**src/rtl/freq_stream_packer.sv**
```systemverilog
// -----------------------------------------------------------------------------
// freq_stream_packer
//
// Packs the frequency-selector output stream (80-bit samples plus a 7-bit
// channel index) into 32-bit AXI-Stream words for a DMA engine. Capture is
// aligned to frame boundaries (channel index 0). Accepted samples pass through
// a small FIFO. Each sample then goes out as three words:
//   W0 = {8'hA5, sof, index[6:0], data[79:64]}
//   W1 = data[63:32]
//   W2 = data[31:0]   (tlast set on the last sample of a frame)
//
// Parameters
//   FIFO_DEPTH  sample FIFO entries (power of two, >= 4)
//   FRAME_LEN   samples per frame (1..128)
//
// Ports
//   dev_clk, dev_rst_n   clock; synchronous active-low reset
//   enable               capture enable, only acted on at frame boundaries
//   clear_stats          one-cycle pulse that clears overflow/drop_count
//   data_in/index_in/valid_in   sample stream; the source cannot be stalled
//   m_axis_*             AXI-Stream master (tdata/tvalid/tready/tlast)
//   overflow             sticky; at least one sample dropped since last clear
//   drop_count           dropped samples, saturating at 16'hFFFF
//   frame_count          completed frames (tlast handshakes), wraps
//   cap_state_dbg        capture FSM state (0 idle, 1 wait_sof, 2 capture)
//   ser_state_dbg        serializer FSM state (0 idle, 1 W0, 2 W1, 3 W2)
//
// Handshake: a word transfers on a rising edge where m_axis_tvalid and
// m_axis_tready are both 1. Once tvalid is raised, tvalid, tdata and tlast
// hold their values until that transfer happens. Only reset clears them
// before the transfer. tvalid never depends on tready.
// -----------------------------------------------------------------------------
module freq_stream_packer #(
  parameter int FIFO_DEPTH = 16,
  parameter int FRAME_LEN  = 128
) (
  input  logic        dev_clk,
  input  logic        dev_rst_n,
  input  logic        enable,
  input  logic        clear_stats,
  input  logic [79:0] data_in,
  input  logic [6:0]  index_in,
  input  logic        valid_in,
  output logic [31:0] m_axis_tdata,
  output logic        m_axis_tvalid,
  input  logic        m_axis_tready,
  output logic        m_axis_tlast,
  output logic        overflow,
  output logic [15:0] drop_count,
  output logic [15:0] frame_count,
  output logic [1:0]  cap_state_dbg,
  output logic [1:0]  ser_state_dbg
);

  localparam int AW = $clog2(FIFO_DEPTH);
  // Entry layout: [88] sof, [87] last, [86:80] index, [79:0] data.
  // The sof flag is kept in the entry so W0 does not have to recover the
  // position from the index. After WAIT_SOF the index is not meaningful.
  localparam int EW = 89;
  localparam logic [7:0] LAST_POS = 8'(FRAME_LEN - 1);

  // ---------------------------------------------------------------------------
  // Capture FSM
  // ---------------------------------------------------------------------------
  typedef enum logic [1:0] {
    CAP_IDLE     = 2'd0,
    CAP_WAIT_SOF = 2'd1,
    CAP_CAPTURE  = 2'd2
  } cap_state_t;

  cap_state_t cap_state, cap_next;
  logic [7:0] pos, pos_next;      // position of the next sample within the frame
  logic       accept;
  logic       acc_sof;
  logic       acc_last;

  always_ff @(posedge dev_clk) begin
    if (!dev_rst_n) begin
      cap_state <= CAP_IDLE;
      pos       <= 8'd0;
    end else begin
      cap_state <= cap_next;
      pos       <= pos_next;
    end
  end

  always_comb begin
    cap_next = cap_state;
    pos_next = pos;
    accept   = 1'b0;
    acc_sof  = 1'b0;
    acc_last = 1'b0;
    case (cap_state)
      CAP_IDLE: begin
        if (enable) cap_next = CAP_WAIT_SOF;
      end
      CAP_WAIT_SOF: begin
        if (!enable) begin
          cap_next = CAP_IDLE;
        end else if (valid_in && (index_in == 7'd0)) begin
          accept  = 1'b1;
          acc_sof = 1'b1;
          if (LAST_POS == 8'd0) begin
            // A single-sample frame ends at its sof. enable is 1 here.
            acc_last = 1'b1;
            pos_next = 8'd0;
          end else begin
            cap_next = CAP_CAPTURE;
            pos_next = 8'd1;
          end
        end
      end
      CAP_CAPTURE: begin
        // Inside a frame every valid sample takes the next position. The
        // channel index and enable are not checked until the frame ends.
        if (valid_in) begin
          accept = 1'b1;
          if (pos == LAST_POS) begin
            acc_last = 1'b1;
            pos_next = 8'd0;
            cap_next = enable ? CAP_WAIT_SOF : CAP_IDLE;
          end else begin
            pos_next = pos + 8'd1;
          end
        end
      end
      default: begin
        cap_next = CAP_IDLE;
        pos_next = 8'd0;
      end
    endcase
  end

  assign cap_state_dbg = cap_state;

  // ---------------------------------------------------------------------------
  // Sample FIFO (pointers carry one extra wrap bit for full/empty)
  // ---------------------------------------------------------------------------
  logic [EW-1:0] mem [FIFO_DEPTH];
  logic [AW:0]   wr_ptr, rd_ptr;
  logic          fifo_empty, fifo_full;
  logic          push, pop, drop;
  logic [EW-1:0] head;

  assign fifo_empty = (wr_ptr == rd_ptr);
  assign fifo_full  = (wr_ptr[AW] != rd_ptr[AW]) &&
                      (wr_ptr[AW-1:0] == rd_ptr[AW-1:0]);
  assign head       = mem[rd_ptr[AW-1:0]];

  // A pop on the same edge frees a slot, so a full FIFO can still take a
  // write when the serializer is reading.
  assign push = accept && (!fifo_full || pop);
  assign drop = accept && fifo_full && !pop;

  always_ff @(posedge dev_clk) begin
    if (!dev_rst_n) begin
      wr_ptr <= '0;
      rd_ptr <= '0;
    end else begin
      if (push) wr_ptr <= wr_ptr + 1'b1;
      if (pop)  rd_ptr <= rd_ptr + 1'b1;
    end
  end

  // Storage is not reset. The pointers alone decide what is valid.
  always_ff @(posedge dev_clk) begin
    if (push) mem[wr_ptr[AW-1:0]] <= {acc_sof, acc_last, index_in, data_in};
  end

  // ---------------------------------------------------------------------------
  // Serializer FSM
  // ---------------------------------------------------------------------------
  typedef enum logic [1:0] {
    SER_IDLE = 2'd0,
    SER_W0   = 2'd1,
    SER_W1   = 2'd2,
    SER_W2   = 2'd3
  } ser_state_t;

  ser_state_t    ser_state, ser_next;
  logic [EW-1:0] hold_q;
  logic          hs;

  assign hs = m_axis_tvalid && m_axis_tready;

  always_ff @(posedge dev_clk) begin
    if (!dev_rst_n) begin
      ser_state <= SER_IDLE;
      hold_q    <= '0;
    end else begin
      ser_state <= ser_next;
      if (pop) hold_q <= head;
    end
  end

  always_comb begin
    ser_next = ser_state;
    pop      = 1'b0;
    case (ser_state)
      SER_IDLE: begin
        if (!fifo_empty) begin
          pop      = 1'b1;
          ser_next = SER_W0;
        end
      end
      SER_W0: if (hs) ser_next = SER_W1;
      SER_W1: if (hs) ser_next = SER_W2;
      SER_W2: begin
        if (hs) begin
          // Load the next entry straight into W0 so back-to-back samples
          // leave no idle cycle between them.
          if (!fifo_empty) begin
            pop      = 1'b1;
            ser_next = SER_W0;
          end else begin
            ser_next = SER_IDLE;
          end
        end
      end
      default: ser_next = SER_IDLE;
    endcase
  end

  always_comb begin
    m_axis_tdata = 32'd0;
    m_axis_tlast = 1'b0;
    case (ser_state)
      SER_W0: m_axis_tdata = {8'hA5, hold_q[88], hold_q[86:80], hold_q[79:64]};
      SER_W1: m_axis_tdata = hold_q[63:32];
      SER_W2: begin
        m_axis_tdata = hold_q[31:0];
        m_axis_tlast = hold_q[87];
      end
      default: begin
        m_axis_tdata = 32'd0;
        m_axis_tlast = 1'b0;
      end
    endcase
  end

  assign m_axis_tvalid = (ser_state != SER_IDLE);
  assign ser_state_dbg = ser_state;

  // ---------------------------------------------------------------------------
  // Statistics
  // ---------------------------------------------------------------------------
  always_ff @(posedge dev_clk) begin
    if (!dev_rst_n) begin
      overflow    <= 1'b0;
      drop_count  <= 16'd0;
      frame_count <= 16'd0;
    end else begin
      // When a drop and a clear arrive together, the drop is kept. The clear
      // wipes the old count and this drop starts the new one.
      if (drop) begin
        overflow <= 1'b1;
        if (clear_stats)                drop_count <= 16'd1;
        else if (drop_count != 16'hFFFF) drop_count <= drop_count + 16'd1;
      end else if (clear_stats) begin
        overflow   <= 1'b0;
        drop_count <= 16'd0;
      end
      if (hs && (ser_state == SER_W2) && hold_q[87])
        frame_count <= frame_count + 16'd1;
    end
  end

endmodule

```
**config.mk**
```make
export PLATFORM = sky130hd
export DESIGN_NAME = freq_stream_packer
export DESIGN_NICKNAME = d
export VERILOG_FILES = /design/src/rtl/freq_stream_packer.sv
export SDC_FILE = /design/constraint.sdc
export NUM_CORES = 2
export LEC_CHECK = 0
export CAP_MARGIN = 20
export CORE_ASPECT_RATIO = 0.5
export CORE_MARGIN = 5
export CORE_UTILIZATION = 25
export DETAILED_ROUTE_END_ITERATION = 16
export MAX_ROUTING_LAYER = met4
export PLACE_DENSITY = 0.39
export SLEW_MARGIN = 20
export SYNTH_ARGS = -nofsm -noshare
export SYNTH_HDL_FRONTEND = slang
export SYNTH_SLANG_ARGS = --single-unit
```
**constraint.sdc**
```tcl
create_clock -name dev_clk -period 10.8 [get_ports dev_clk]
set_input_delay 3.24 -clock dev_clk [delete_from_list [all_inputs] [get_ports dev_clk]]
set_output_delay 3.24 -clock dev_clk [all_outputs]
set_load 0.05 [all_outputs]
```
Word-level counts from Yosys, hierarchy flattened
Memories as Yosys holds them, arrays and structs flattened. A register that Yosys moved wholly into a read port is not among the register bits.
Index checks and enable logic that the tools add are counted.
{"block": "classes", "add_sub_neg": 5, "n_eq_ne": 20, "muxes": 39, "n_bitwise": 1, "n_reduce_logical": 22}
{"op": "one-hot mux 32 bit (3 select lines)", "count": 1}
{"op": "2-to-1 mux 16 bit", "count": 4}
{"op": "adder 16 x 1 -> 16 bit (second input constant)", "count": 2}
{"op": "2-to-1 mux 8 bit", "count": 4}
{"op": "one-hot mux 8 bit (3 select lines)", "count": 1}
{"op": "2-to-1 mux 2 bit", "count": 9}
{"op": "inequality test 2 bit (second input constant)", "count": 9}
{"op": "2-to-1 mux 1 bit", "count": 16}
{"op": "inequality test 16 bit (second input constant)", "count": 1}
{"op": "AND reduction 4 bit", "count": 3}
{"op": "adder 5 x 1 -> 5 bit (second input constant)", "count": 2}
{"op": "adder 8 x 1 -> 8 bit (second input constant)", "count": 1}
{"op": "== test 8 x 7 -> 1 bit (second input constant)", "count": 1}
{"op": "logical AND 1 bit", "count": 8}
{"op": "one-hot mux 2 bit (4 select lines)", "count": 1}
{"op": "logical NOT 7 bit", "count": 1}
{"op": "== test 2 bit (second input constant)", "count": 3}
{"op": "one-hot mux 2 bit (3 select lines)", "count": 1}
{"op": "nonzero test 2 bit", "count": 3}
{"op": "== test 5 bit", "count": 1}
{"op": "== test 2 x 1 -> 1 bit (second input constant)", "count": 2}
{"op": "== test 4 bit", "count": 1}
{"op": "logical NOT 2 bit", "count": 2}
{"op": "one-hot mux 1 bit (2 select lines)", "count": 2}
{"op": "6 further kinds", "count": 8}
{"block": "word_totals", "reg_bits": 55, "ram_bits": 1424, "in_bits": 93, "out_inout_bits": 71, "word_cells": 96, "mem_count": 1}
{"memory": "mem", "words": 16, "word_bits": 89, "rd": 1, "rd_ports_with_merged_regs": 1, "wr": 1, "line": "139", "rtl": "logic [EW-1:0] mem [FIFO_DEPTH];"}

Logic depth before layout (Yosys ltp)
{"block": "depth", "depth_word": 9, "depth_mapped": 10, "ltp_nobuf": 7}

Worst setup path after synthesis
OpenSTA, ideal clock, no wires.
{"block": "synth_path", "kind": "input to register", "from": "in index_in[1]", "to": "mem mem[3][0] (enable)", "setup_ps": 646, "t_arrival_ps": 10178, "required_ps": 10154, "path_slack_ps": -23, "cell_stages": 5, "n_path_buf": 0, "path_cell_list": "nor4_4 -> a31o_2 -> a21boi_4 -> nand2_1 -> nor3_1"}
{"block": "synth_via", "elab_chain_len": 8}
{"item": "start, declared", "line": "42", "rtl": "input logic [6:0] index_in,"}
{"item": "logical NOT 7 bit", "line": "100", "rtl": "end else if (valid_in && (index_in == 7'd0)) begin"}
{"item": "logical AND 1 bit", "line": "100"}
{"item": "2-to-1 mux 1 bit", "line": "100"}
{"item": "2-to-1 mux 1 bit", "line": "98", "rtl": "if (!enable) begin"}
{"item": "one-hot mux 1 bit (2 select lines)", "line": "93", "rtl": "case (cap_state)"}
{"item": "logical AND 1 bit", "line": "152", "rtl": "assign push = accept && (!fifo_full || pop);"}
{"item": "2-to-1 mux 1 bit", "line": "167", "rtl": "if (push) mem[wr_ptr[AW-1:0]] <= {acc_sof, acc_last, index_in, data_in};"}
{"item": "2-to-1 mux 1 bit (implied by the code)", "line": "167"}
{"item": "end, declared", "line": "139"}
Every way passes these cells.

Worst setup path in the final report
{"block": "layout_path", "from": "reg ser_state[1] (netlist: ser_state_dbg[1])", "to": "out m_axis_tdata[19]"}
{"block": "layout_via", "elab_chain_len": 2, "word_cells_on_any_way": 4, "cone_classes": "eq/ne: 3; mux: 1"}
{"item": "start, declared", "line": "180", "rtl": "ser_state_t ser_state, ser_next;"}
{"item": "start signal, assigned", "line": "191", "rtl": "ser_state <= ser_next;"}
{"item": "== test 2 bit / == test 2 x 1 -> 1 bit (equally long branches)", "line": "227", "rtl": "case (ser_state)"}
{"item": "one-hot mux 32 bit (3 select lines) *", "line": "227"}
{"item": "end, declared", "line": "44", "rtl": "output logic [31:0] m_axis_tdata,"}
Every way passes the cells marked *; elsewhere a longest branch is shown, timed or not.

==> results.py <==
metrics = {
    "status": {
        "status": "completed",
    },
    "clock_tree": {
        "cts_resized": 0,
        "numCtsBuffers": 163,
        "cts_setup_buffers": 0,
        "clk-insertion-delay-late_ps": 830,
        "cts_hold_buf": 0,
        "clkTransAtPathRegs_ps": 60,
        "root_buffer": "clkbuf_16",
        "cts_buffer_depth": 4,
        "cts_num_sinks": 1568,
        "cts_htree_levels": 4,
        "cts_tree": "done",
    },
    "power": {
        "p_int_mw": 10.3,
        "ir_worst_vdd_mv": 0.104,
        "swShare_pct": 22.8,
        "power_frac_seq_pct": 50.5,
        "fin_total_pwr_mw": 13.3,
        "power.net_switching_mw": 3.04,
        "clkPwrFrac_pct": 40.9,
        "p_leak_nw": 21.0,
        "p_per_area_nw_per_um2": 189,
        "combPwrFrac_pct": 8.5,
    },
    "global_routing": {
        "grt_use_total_pct": 14.0,
        "antenna_found_initial": 24,
        "grt_first_pass_wirelength_mm": 244,
        "grt_pass1_vias": 31200,
        "grt_overflow": 0,
        "grt_max_degree": 104,
    },
    "logic_synthesis": {
        "synthCells": 2932,
        "yosys-top-cells-area": "edfxtp_1 (72%), mux4_2 (13%), dfxtp_1 (4.8%)",
        "synth_common_cells": "edfxtp_1 (1424), mux4_2 (356), a22o_1 (178)",
        "synth_warnings": 0,
        "synth_top_area_cell": "edfxtp_1",
        "syn_nets": 3041,
        "yosysMostFrequentCell": "edfxtp_1",
        "synth_seq_cells": 1568,
        "synth_area_sq_um": 59800,
        "avgSynthCellArea_sq_um": 20.4,
        "synth_enable_flop_cells": 1424,
        "async_flop_share_pct": 0,
        "synth_top_area_share_pct": 71.5,
        "synthFlopType": "edfxtp_1",
        "synth-seq-area-share_pct": 76.4,
        "synthDistinctLibCells": 63,
    },
    "die": {
        "fp.dieH_um": 356,
        "rows": 126,
        "fp.dieW_um": 701,
        "core_sq_um": 237000,
        "fp.dieArea_sq_um": 250000,
        "start_util_pct": 25.2,
        "io_pins": 164,
    },
    "setup_path": {
        "cp-startpoint": "ser_state_dbg[1]",
        "cp_data_arrival_time_ps": 4000,
        "endpoint_kind": "output port",
        "crit_path_start_kind": "flop",
        "crit_fanout": 34,
        "max_stage_delay_ps": 910,
        "slowest_stage": "ha_2",
        "reg2reg_from": "ser_state_dbg[1]",
        "path_class": "reg2out",
        "worstPathRequired_ps": 7560,
        "path_cells": "ha_2, a222oi_1, nor2_1, clkdlybuf4s50_1",
    },
    "detailed_routing": {
        "vias_per_cell": 4.58,
        "vias": 29600,
        "wl_mm": 173,
        "ant_nets": 0,
        "dr.first_iter.drc_count": 2323,
        "first_pass_iters": 6,
        "wire_per_inst_um": 26.7,
        "drc": 0,
    },
    "sta": {
        "finalSetupViolations": 0,
        "timing.fmax_mhz": 138,
        "fin_worst_skew_ps": 75.8,
        "finalSetupTns_ps": 0,
        "hold_viol": 0,
        "timing.final.crit_share_pct": 67.1,
        "tightest_slew_ps": 1110,
        "relSlewSlack_pct": 26.1,
        "final.min_clock_period_ps": 7240,
        "rsz0062_at_grt": "no",
        "drv_slew": 0,
        "layout_setup_ws_ps": 3560,
    },
    "finish": {
        "fin_area_sq_um": 70400,
        "drive_gt1_share_pct": 20.8,
        "area_growth_pct": 17.7,
        "stdcell_count": 6466,
        "finalNetCount": 3243,
    },
    "worst_hold_path": {
        "holdCritStartpoint": "hold_q[14]",
        "hold_path.class": "reg2reg",
    },
    "flow_run": {
        "max_cap_viol_count": 0,
    },
    "placement": {
        "dpl_cell_area_sq_um": 65300,
        "dp.cells": 6169,
        "pre_cts_slack_ps": 3040,
        "dpl.hpwl_mm": 99.1,
        "portBuffers": 163,
        "routabilityCongestion": 0.739,
    },
}
==> logic make-up (layout without fill, tap and decap cells) <==
| family | after synthesis | count (layout) | share of synthesized area (%) |
|---|---|---|---|
| muxes | 368 | 368 | 13.6 |
| other | 0 | 12 | 0 |
| xor gates and xnor gates | 26 | 26 | 0.381 |
| AOI/OAI and AO/OA | 362 | 362 | 4.79 |
| and+or+nand+nor | 398 | 398 | 3.06 |
| buffers and inverters | 194 | 516 | 1.45 |
| DFF | 1568 | 1568 | 76.4 |
| adders and majority gates | 16 | 16 | 0.335 |
==> per-stage QoR <==
step / util [%] / hold slack, ps
final: 29.7 / 476
after global placement: 27.5 / 457
after detailed placement: 27.5 / 462
after floorplan: - / 446
after CTS: 29.7 / 475
after global routing: 29.7 / 485
==> routing by layer <==
| metal | global-route usage [%] | up-vias | share of wire (%) |
|---|---|---|---|
| li1 | - | 12600 | - |
| met1 | 19.1 | 16100 | 46 |
| met2 | 22.0 | 652 | 47 |
| met3 | 2.25 | 230 | 4.6 |
| met4 | 3.32 | 0 | 2.3 |
| met5 | - | - | 0 |
==> power by group through the flow <==
stage	sequential (mW)	combinational [mW]	clock, mW
after global routing	6.73	1.23	5.91
after global placement	6.86	1.17	0
after CTS	6.73	1.18	5.63
after detailed placement	6.86	1.18	0
final	6.73	1.13	5.45
after floorplan	6.82	0.788	0
==> sequential cells by signal (all words and copies together) (netlist names) <==
register       count
rd_ptr             5
overflow           1
hold_q            89
wr_ptr             5
frame_count       16
drop_count        16
pos                8
cap_state_dbg      2
mem             1424
ser_state_dbg      2
==> final timing paths <==
path,end,slack [ps],cells after the start
worst max-delay path,m_axis_tdata[19],3560,4
worst min-delay path,hold_q[14],480,2
worst max register to register,mem[4][62],6160,7
worst min register to register,hold_q[14],480,2
==> cells in the final DEF, fill, tap and decap left out, types with 14 or more instances in the layout <==
| master | Yosys | layout |
|---|---|---|
| edfxtp_1 | 1424 | 1424 |
| clkdlybuf4s50_1 | 0 | 162 |
| a22o_1 | 178 | 178 |
| clkinv_1 | 0 | 24 |
| nor2_1 | 166 | 164 |
| clkbuf_1 | 79 | 41 |
| nand3_1 | 14 | 14 |
| and3_4 | 0 | 15 |
| a222oi_1 | 24 | 24 |
| clkbuf_16 | 0 | 168 |
| dfxtp_1 | 144 | 142 |
| mux4_2 | 356 | 356 |
| nand2_1 | 119 | 119 |
| buf_4 | 14 | 45 |
| clkinv_2 | 0 | 21 |
| o22ai_1 | 89 | 89 |
| a21oi_1 | 19 | 19 |
| clkbuf_8 | 0 | 14 |
==> layout make-up <==
cell class                 count  area [sq um]
clock buffer                 223          4550
timing repair buffer         218          2180
inverter                      13          48.8
multi-input combinational   1170         13400
fill                       23000        167000
antenna                       12          30.0
tap                         3200          4000
clock inverter                62           493
sequential                  1568         45700
==> critical path, delay by kind of cell, from the launching register on <==
| kind | cells | cell delay (ps) |
|---|---|---|
| buffers and inverters | 1 | 910 |
| AOI/OAI and AO/OA | 1 | 260 |
| and+or+nand+nor | 1 | 480 |
| adders and majority gates | 1 | 910 |
| DFF | 1 | 590 |
Power figures use the tool's default switching activity.
